`src/rtl/dual_fifo_tx_scheduler.sv`:
```
// Round-robin scheduler that feeds two FIFO channels into one serializer, one burst per grant.
// Optional macro TX_CHANNEL_TAG_EN prefixes every grant with a channel tag word.
`ifndef BUFF_SIZE
`define BUFF_SIZE 8
`endif

module dual_fifo_tx_scheduler #(
  parameter int DATA_W    = `BUFF_SIZE,
  parameter int BURST_LEN = 4
`ifdef TX_CHANNEL_TAG_EN
  , parameter logic [DATA_W-1:0] TAG_BASE = DATA_W'('hF0)
`endif
) (
  input  logic              clk,
  input  logic              rst,
  input  logic              start,
  input  logic              fifo1_empty,
  input  logic [DATA_W-1:0] fifo1_dout,
  output logic              fifo1_rd_en,
  input  logic              fifo2_empty,
  input  logic [DATA_W-1:0] fifo2_dout,
  output logic              fifo2_rd_en,
  output logic [DATA_W-1:0] tx_data,
  output logic              tx_valid,
  input  logic              tx_ready,
  output logic              active_ch,
  output logic              busy
);

  localparam int CNT_W = $clog2(BURST_LEN) + 1;

  typedef enum logic [2:0] {IDLE, ARB, TAG, READ, LATCH, SEND} state_t;

  state_t              state_reg, state_next;
  logic                rr_ptr_reg, rr_ptr_next;
  logic [CNT_W-1:0]    burst_cnt_reg, burst_cnt_next;
  logic                active_ch_reg, active_ch_next;
  logic [DATA_W-1:0]   tx_data_reg, tx_data_next;
  logic                tx_valid_reg, tx_valid_next;

  logic pref_empty, other_empty, grant_ok, grant_ch, active_empty, last_word;

  // Preferred channel first, the other one only if the preferred FIFO is empty.
  assign pref_empty   = rr_ptr_reg ? fifo2_empty : fifo1_empty;
  assign other_empty  = rr_ptr_reg ? fifo1_empty : fifo2_empty;
  assign grant_ok     = !(pref_empty && other_empty);
  assign grant_ch     = pref_empty ? !rr_ptr_reg : rr_ptr_reg;
  assign active_empty = active_ch_reg ? fifo2_empty : fifo1_empty;
  assign last_word    = (burst_cnt_reg == CNT_W'(BURST_LEN - 1)) || active_empty;

  always_comb begin
    state_next     = state_reg;
    rr_ptr_next    = rr_ptr_reg;
    burst_cnt_next = burst_cnt_reg;
    active_ch_next = active_ch_reg;
    tx_data_next   = tx_data_reg;
    tx_valid_next  = tx_valid_reg;
    case (state_reg)
      IDLE: begin
        if (start) state_next = ARB;
      end
      ARB: begin
        if (!start) begin
          state_next = IDLE;
        end else if (grant_ok) begin
          active_ch_next = grant_ch;
          burst_cnt_next = '0;
`ifdef TX_CHANNEL_TAG_EN
          tx_data_next  = TAG_BASE + DATA_W'(grant_ch);
          tx_valid_next = 1'b1;
          state_next    = TAG;
`else
          state_next = READ;
`endif
        end
      end
`ifdef TX_CHANNEL_TAG_EN
      TAG: begin
        if (tx_ready) begin
          tx_valid_next = 1'b0;
          state_next    = start ? READ : IDLE;
        end
      end
`endif
      READ:  state_next = LATCH;
      LATCH: begin
        tx_data_next  = active_ch_reg ? fifo2_dout : fifo1_dout;
        tx_valid_next = 1'b1;
        state_next    = SEND;
      end
      SEND: begin
        if (tx_ready) begin
          tx_valid_next = 1'b0;
          if (!start) begin
            state_next = IDLE;
          end else if (last_word) begin
            rr_ptr_next = !active_ch_reg;
            state_next  = ARB;
          end else begin
            burst_cnt_next = burst_cnt_reg + CNT_W'(1);
            state_next     = READ;
          end
        end
      end
      default: state_next = IDLE;
    endcase
  end

  always_ff @(posedge clk) begin
    if (rst) begin
      state_reg     <= IDLE;
      rr_ptr_reg    <= 1'b0;
      burst_cnt_reg <= '0;
      active_ch_reg <= 1'b0;
      tx_data_reg   <= '0;
      tx_valid_reg  <= 1'b0;
    end else begin
      state_reg     <= state_next;
      rr_ptr_reg    <= rr_ptr_next;
      burst_cnt_reg <= burst_cnt_next;
      active_ch_reg <= active_ch_next;
      tx_data_reg   <= tx_data_next;
      tx_valid_reg  <= tx_valid_next;
    end
  end

  // Pop strobes decode straight from the registered state, so each READ gives one pulse.
  assign fifo1_rd_en = (state_reg == READ) && !active_ch_reg;
  assign fifo2_rd_en = (state_reg == READ) && active_ch_reg;
  assign tx_data     = tx_data_reg;
  assign tx_valid    = tx_valid_reg;
  assign active_ch   = active_ch_reg;
  assign busy        = (state_reg != IDLE) && (state_reg != ARB);

endmodule

```
`config.mk`:
```
export PLATFORM = sky130hd
export DESIGN_NAME = dual_fifo_tx_scheduler
export DESIGN_NICKNAME = d
export VERILOG_FILES = /design/src/rtl/dual_fifo_tx_scheduler.sv
export SDC_FILE = /design/constraint.sdc
export NUM_CORES = 1
export LEC_CHECK = 0
export BUFFER_PORTS_ARGS = -buffer_cell sky130_fd_sc_hd__buf_4
export CAP_MARGIN = 0
export CELL_PAD_IN_SITES_DETAIL_PLACEMENT = 2
export CELL_PAD_IN_SITES_GLOBAL_PLACEMENT = 2
export CORE_MARGIN = 2
export CORE_UTILIZATION = 29
export DETAILED_ROUTE_END_ITERATION = 12
export PLACE_DENSITY = 0.87
export SLEW_MARGIN = 20
export SYNTH_ARGS = -nofsm -noshare
export SYNTH_HDL_FRONTEND = slang
export SYNTH_SLANG_ARGS = --single-unit
```
`constraint.sdc`:
```
create_clock -name clk -period 2.5 [get_ports clk]
set_clock_uncertainty 0.1 [all_clocks]
set_input_delay 0.375 -clock clk [delete_from_list [all_inputs] [get_ports clk]]
set_output_delay 0.375 -clock clk [all_outputs]
set_load 0.01 [all_outputs]
```
==> results by group, run 1 <==
Outcome
  • Status: complete, no violations

Finish
  • Register Area: around 340 sq um
  • Area grow syn2layout: 33.29%
  • Antenna Cells: 0
  • Finished Layout Cells: 159
  • Final layout net count: 151
  • Fillers: roughly 330
  • Multi-input gate area: 503.0 sq um
  • Share of cells above drive strength 1: 36.51%
  • Max reg flops: 8

Synth
  • Number of synthesized register bits: 17
  • Cell area after synthesis: 887.1 sq um
  • Synth Warn #: 0
  • Mapped Avg Cell Area: 9.539 sq um
  • Simple-gate share of the synthesized area: 25.11%
  • Compound-Gate Fraction of Synth Area: 13.40%
  • Largest family of logic cells by synthesized area: simple AND/OR/NAND/NOR gates
  • Post-synthesis cell type count: 29
  • Gate Count Post-Synth: just over 90
  • Syn Nets: 117
  • Multiplexer share of the synthesized area: 15.37%
  • Post-Synth Adder-Cell Area: 2.821%
  • Sequential area share after synthesis: roughly two fifths
  • Post-Synth XOR/XNOR Area: 0%

Placed design
  • Placed Instances: 155
  • IO buf count: 34
  • Gpl congestion: 0.7269
  • DP HPWL: between 1500 and 2000 um

STA
  • RSZ-0062 raised after global routing: no
  • Final hold violations: 0
  • Headroom to the max-slew limit: 55.40%
  • Fin crit share: 70.22%
  • Peak Freq: 569.6 MHz
  • Final min period: 1756 ps
  • Max Slew Vio Count: 0
  • Count of final setup violators: 0
  • Least-Margin Pin Slew: 668.3 ps
  • Final TNS setup: 0 ps

Route
  • WL/cell: between 10 and 15 um
  • DRC viols: 0
  • Drt first pass iters: 3
  • Wirelength, routed: 2369 um
  • Number of DRC markers in iteration 0: 3
  • Vias: slightly above 800
  • Avg Vias per Cell: 5.113
  • Routed Antenna Nets: 0

Worst setup path
  • CP Launch Type: register
  • CP cell instances: nand3b_1 > nor2_1 > buf_4
  • CP endpoint: fifo2_rd_en
  • R2R cell count: 3
  • R2R Path End: tx_data[4]$_SDFFE_PP0P_
  • Reg-to-reg slack, setup: roughly 840 ps
  • R2r startpoint: state_reg[2]$_SDFFE_PP0P_
  • Slowest CP cell: dfxtp_1
  • Crit Path Max Fanout: 9
  • Setup crit end kind: primary output
  • CP Data Arrival Time: 1280 ps
  • CP peak stage delay: roughly 540 ps
  • Bufs and invs on worst path: 1
  • Crit path kind: register to primary output
  • Crit path depth: 3
  • Worst EP required: just over 2000 ps
  • Crit path from: state_reg[1]$_SDFFE_PP0P_
  • Crit-path leading delay family: flip-flops

Run
  • Max Cap Violations: 0

Power and ir drop
  • PwrDens: 415.5 mW/mm^2
  • Tot Pwr: 0.0004912 W
  • Leak: between 0.4 and 0.5 nW
  • Peak VDD IR: around 250 uV

GRT
  • GRT overflow: 0
  • Initial antenna violation count: 0
  • Vias in the first global route: 849
  • Pin count of the biggest net entering global routing: 22
  • GRT Total Usage: 14.71%
  • First-pass GRT wire length: 3822 um

Clock tree
  • Clk buf depth: 2
  • Clk root buf: clkbuf_4
  • CTS tree: built
  • H-Tree Depth: 1
  • Hold Buf Count CTS: 0
  • Skew-Pair Late Insertion Delay: 300 ps
  • Setup Buffers After CTS: 0
  • CTS resizes: 0
  • Clk sinks: 17
  • Number of buffers created by CTS: 3
  • Clk slew on worst S/H paths: 110 ps

Floorplanning
  • I/O Pins: 35
  • Core Region: approximately 0.003 sq mm
  • Die Ht: 59.31 um
  • Row count: 20
  • Initial Util: 29.79%
  • Die Width: 59.31 um
  • DIE AREA: 0.003517 sq mm

Worst hold path
  • Hold Path Class: input pin to register
placed cells by master, fill, tap and decap left out, drive strengths merged:
master / netlist / layout
a211oi: 8 / 8
a21oi: 4 / 4
and2: 1 / 1
and3b: 1 / 1
buf: 4 / 35
clkbuf: 2 / 3
clkinv: 0 / 1
dfxtp: 17 / 17
ha: 2 / 2
inv: 2 / 2
mux2: 2 / 2
mux2i: 11 / 11
nand2: 3 / 3
nand2b: 1 / 1
nand3b: 3 / 3
nand4bb: 1 / 1
nor2: 13 / 13
nor2b: 4 / 4
nor3: 1 / 1
nor3b: 1 / 1
nor4: 2 / 2
o2111ai: 1 / 1
o21ai: 4 / 4
o32a: 1 / 1
or2: 3 / 3
or3: 1 / 1
Yosys cell counts (all sizes together):
master | instances | share of area [%]
dfxtp | 17 | 38
nor2 | 13 | 5.5
mux2i | 11 | 12
a211oi | 8 | 6.8
a21oi | 4 | 2.3
buf | 4 | 3.2
nor2b | 4 | 2.8
o21ai | 4 | 2.3
nand2 | 3 | 1.3
nand3b | 3 | 2.5
or2 | 3 | 2.1
clkbuf | 2 | 0.85
ha | 2 | 2.8
inv | 2 | 0.85
mux2 | 2 | 3.0
nor4 | 2 | 3.8
and2 | 1 | 0.71
and3b | 1 | 0.99
nand2b | 1 | 0.71
nand4bb | 1 | 1.3
nor3 | 1 | 0.56
nor3b | 1 | 2.1
o2111ai | 1 | 0.99
o32a | 1 | 1.1
or3 | 1 | 0.71
metrics by stage:
stage | area (sq um) | util [%] | hold slack (ps) | setup slack, ps
3_3_place_gp | 1155 | 38.78 | 372.6 | 941.8
2_1_floorplan | 887.1 | - | 417.1 | 974.6
4_1_cts | 1182 | 39.71 | 251.1 | 729.8
5_1_grt | 1182 | 39.71 | 250.2 | 617.0
3_5_place_dp | 1155 | 38.78 | 405.2 | 856.9
6_report | 1182 | 39.71 | 256.4 | 744.4
how the worst min path moves through the flow:
stage / startpoint / cells after the start / endpoint
3_3_place_gp: tx_valid$_SDFFE_PP0P_ / 2 / tx_valid$_SDFFE_PP0P_
6_report: fifo2_empty / 3 / active_ch$_SDFFE_PP0P_
5_1_grt: start / 3 / state_reg[0]$_SDFFE_PP0P_
2_1_floorplan: burst_cnt_reg[0]$_SDFFE_PP0P_ / 2 / burst_cnt_reg[0]$_SDFFE_PP0P_
3_5_place_dp: tx_data[3]$_SDFFE_PP0P_ / 2 / tx_data[3]$_SDFFE_PP0P_
4_1_cts: fifo2_empty / 3 / active_ch$_SDFFE_PP0P_
cells by family (layout without fill, tap and decap cells):
kind of cell | Yosys count | in the layout
muxes | 13 | 13
buffers and inverters | 8 | 41
adders and majority gates | 2 | 2
DFF | 17 | 17
and+or+nand+nor | 35 | 35
AOI/OAI and AO/OA | 18 | 18
per-layer routing:
| layer | GRT usage (%) | wire [um] |
|---|---|---|
| met1 | 16.40 | 1011 |
| met2 | 25.75 | 1222 |
| met3 | 3.930 | 72 |
| met4 | 6.818 | 63 |
| met5 | 0 | 0 |
tightest hold or removal path, delay by kind of cell:
kind / cells / cell delay, ps
buffers and inverters: 1 / 90
AND/OR/NAND/NOR: 1 / 90
AO/OA/AOI/OAI: 1 / 50
layout make-up:
cell class	instances	share of cell area, %
Clock inverter	1	0.4233
Sequential cell	17	28.78
Inverter	2	0.6349
Clock buffer	3	1.905
Tap cell	33	3.492
Timing Repair Buffer	35	22.22
Multi-Input combinational cell	68	42.54
report_power, final:
group / switching [W] / internal (W)
Clock: 0.0000906 / 0.0000597
Combinational: 0.0000268 / 0.0000356
Sequential: 0.00000473 / 0.000274
Power figures use the tool's default switching activity.
==> run 2, diff against run 1 <==
- CORE_UTILIZATION: 29 -> 24
- PLACE_DENSITY: 0.87 -> 0.77
- clock period: 2.5 -> 1.5 ns (I/O delays scaled with it)
==> results by group, run 2 (synthesis results as in run 1) <==
STA
  • Final min period: 1481 ps
  • Least-Margin Pin Slew: between 300 and 400 ps
  • RSZ-0062 raised after global routing: yes
  • Final TNS setup: 0 ps
  • Headroom to the max-slew limit: 76.03%
  • Peak Freq: 675.2 MHz
  • Final hold violations: 0
  • Count of final setup violators: 0
  • Max Slew Vio Count: 0
  • Fin crit share: 98.73%

Power and ir drop
  • PwrDens: 709.3 mW/mm^2
  • Leak: 0.4785 nW
  • Peak VDD IR: roughly 270 uV

Clock tree
  • CTS tree: built
  • Clk buf depth: 2
  • H-Tree Depth: 1
  • Clk slew on worst S/H paths: 70 ps
  • Skew-Pair Late Insertion Delay: 250 ps
  • Clk root buf: clkbuf_8
  • Number of buffers created by CTS: 3
  • Clk sinks: 17

Worst setup path
  • Crit path kind: register to register
  • CP Data Arrival Time: 1560 ps
  • Setup crit end kind: register
  • R2r startpoint: active_ch$_SDFFE_PP0P_
  • Worst EP required: around 1600 ps
  • Crit path from: active_ch$_SDFFE_PP0P_
  • CP Launch Type: register
  • Crit Path Max Fanout: 3

Placed design
  • Placed Instances: 172
  • Gpl congestion: between 0.6 and 0.7
  • IO buf count: 34
  • DP HPWL: 1962 um

Route
  • DRC viols: 0
  • Wirelength, routed: 2631 um
  • Number of DRC markers in iteration 0: 45
  • WL/cell: 14.95 um
  • Avg Vias per Cell: 4.744
  • Vias: 835
  • Routed Antenna Nets: 0
  • Drt first pass iters: 3

Floorplanning
  • Row count: 22
  • DIE AREA: 0.004198 sq mm
  • I/O Pins: 35
  • Core Region: roughly 0.0036 sq mm
  • Die Ht: 64.80 um
  • Die Width: 64.80 um
  • Initial Util: around 25%

Finish
  • Most common cell after layout, fill and taps aside: buf_4
  • Antenna Cells: 0
  • Fillers: 412
  • Max reg flops: 8
  • Final layout net count: 153
  • Register Area: 347.8 sq um
  • Share of cells above drive strength 1: 42.97%
  • Area grow syn2layout: 44.99%
  • Finished Layout Cells: between 150 and 200
  • Multi-input gate area: approximately 530 sq um
  • Most frequent cells in the layout: buf_4, nor2_1, mux2i_1, dfxtp_1, a211oi_1

Outcome
  • Status: complete, no violations

Worst hold path
  • Hold_sp: fifo2_empty
  • Hold Path Class: input pin to register

GRT
  • GRT overflow: 0
  • GRT Total Usage: around 13%
  • Pin count of the biggest net entering global routing: 22
  • Initial antenna violation count: 0
  • First-pass GRT wire length: 4257 um
  • Vias in the first global route: 890

Run
  • Max Cap Violations: 0
## run 2: layout make-up
class,instances,share of cell area [%]
Clock buffer,4,3.502
Inverter,2,0.5837
Multi-Input combinational cell,68,41.05
Sequential cell,17,27.04
Tap cell,48,4.669
Timing Repair Buffer,37,23.15
## run 2: critical path, cell delays in order, from the launching register on
cell,delay [ps]
dfxtp_2,360
mux2_4,340
nor4_4,390
mux2i_1,230
## run 2: path summary, 6_finish.rpt
| path | endpoint | slack, ps | depth (start not counted) |
|---|---|---|---|
| worst min register to register | tx_data[2]$_SDFFE_PP0P_ | 400 | 2 |
| worst max register to register | burst_cnt_reg[2]$_SDFFE_PP0P_ | 20 | 3 |
| worst max-delay path | burst_cnt_reg[2]$_SDFFE_PP0P_ | 20 | 3 |
| worst min-delay path | active_ch$_SDFFE_PP0P_ | 150 | 3 |
## run 2: metal layers
metal | vias up | wire [um] | global-route usage (%) | share of wire (%)
li1 | 402 | - | - | -
met1 | 415 | 1076 | 14.35 | 41
met2 | 16 | 1455 | 25.00 | 55
met3 | 2 | 71 | 1.215 | 2.7
met4 | 0 | 27 | 4.787 | 1.0
met5 | - | 0 | 0 | 0
## run 2: where the power goes
| group | internal, W | switching (W) |
|---|---|---|
| clock network | 0.000188 | 0.000151 |
| registers | 0.000457 | 0.00000797 |
| logic | 0.0000623 | 0.0000455 |
| total | 0.000708 | 0.000205 |
## run 2: through the flow
stage / worst slack, ps / power (W) / hold WS [ps] / instance area (sq um) / utilization [%]
detailed placement: -81.22 / 0.0005831 / 401.6 / 1202 / 33.34
global route: -68.64 / 0.0009569 / 167.6 / 1286 / 35.67
floorplan: 44.84 / 0.0005172 / 292.4 / 888.4 / -
global placement: 9.920 / 0.0005784 / 378.0 / 1202 / 33.34
CTS: 5.327 / 0.0009262 / 140.8 / 1264 / 35.05
finish: 19.01 / 0.0009123 / 145.4 / 1286 / 35.67
## run 2: timing repair
| item | in CTS | in global routing |
|---|---|---|
| resized for setup | 4 | 7 |
| endpoints found under the setup margin | 6 | 14 |
| hold buffers | 0 | 0 |
| setup buffers | 0 | 0 |
| hold endpoints to repair | 0 | 0 |
| pin swaps | 1 | 1 |
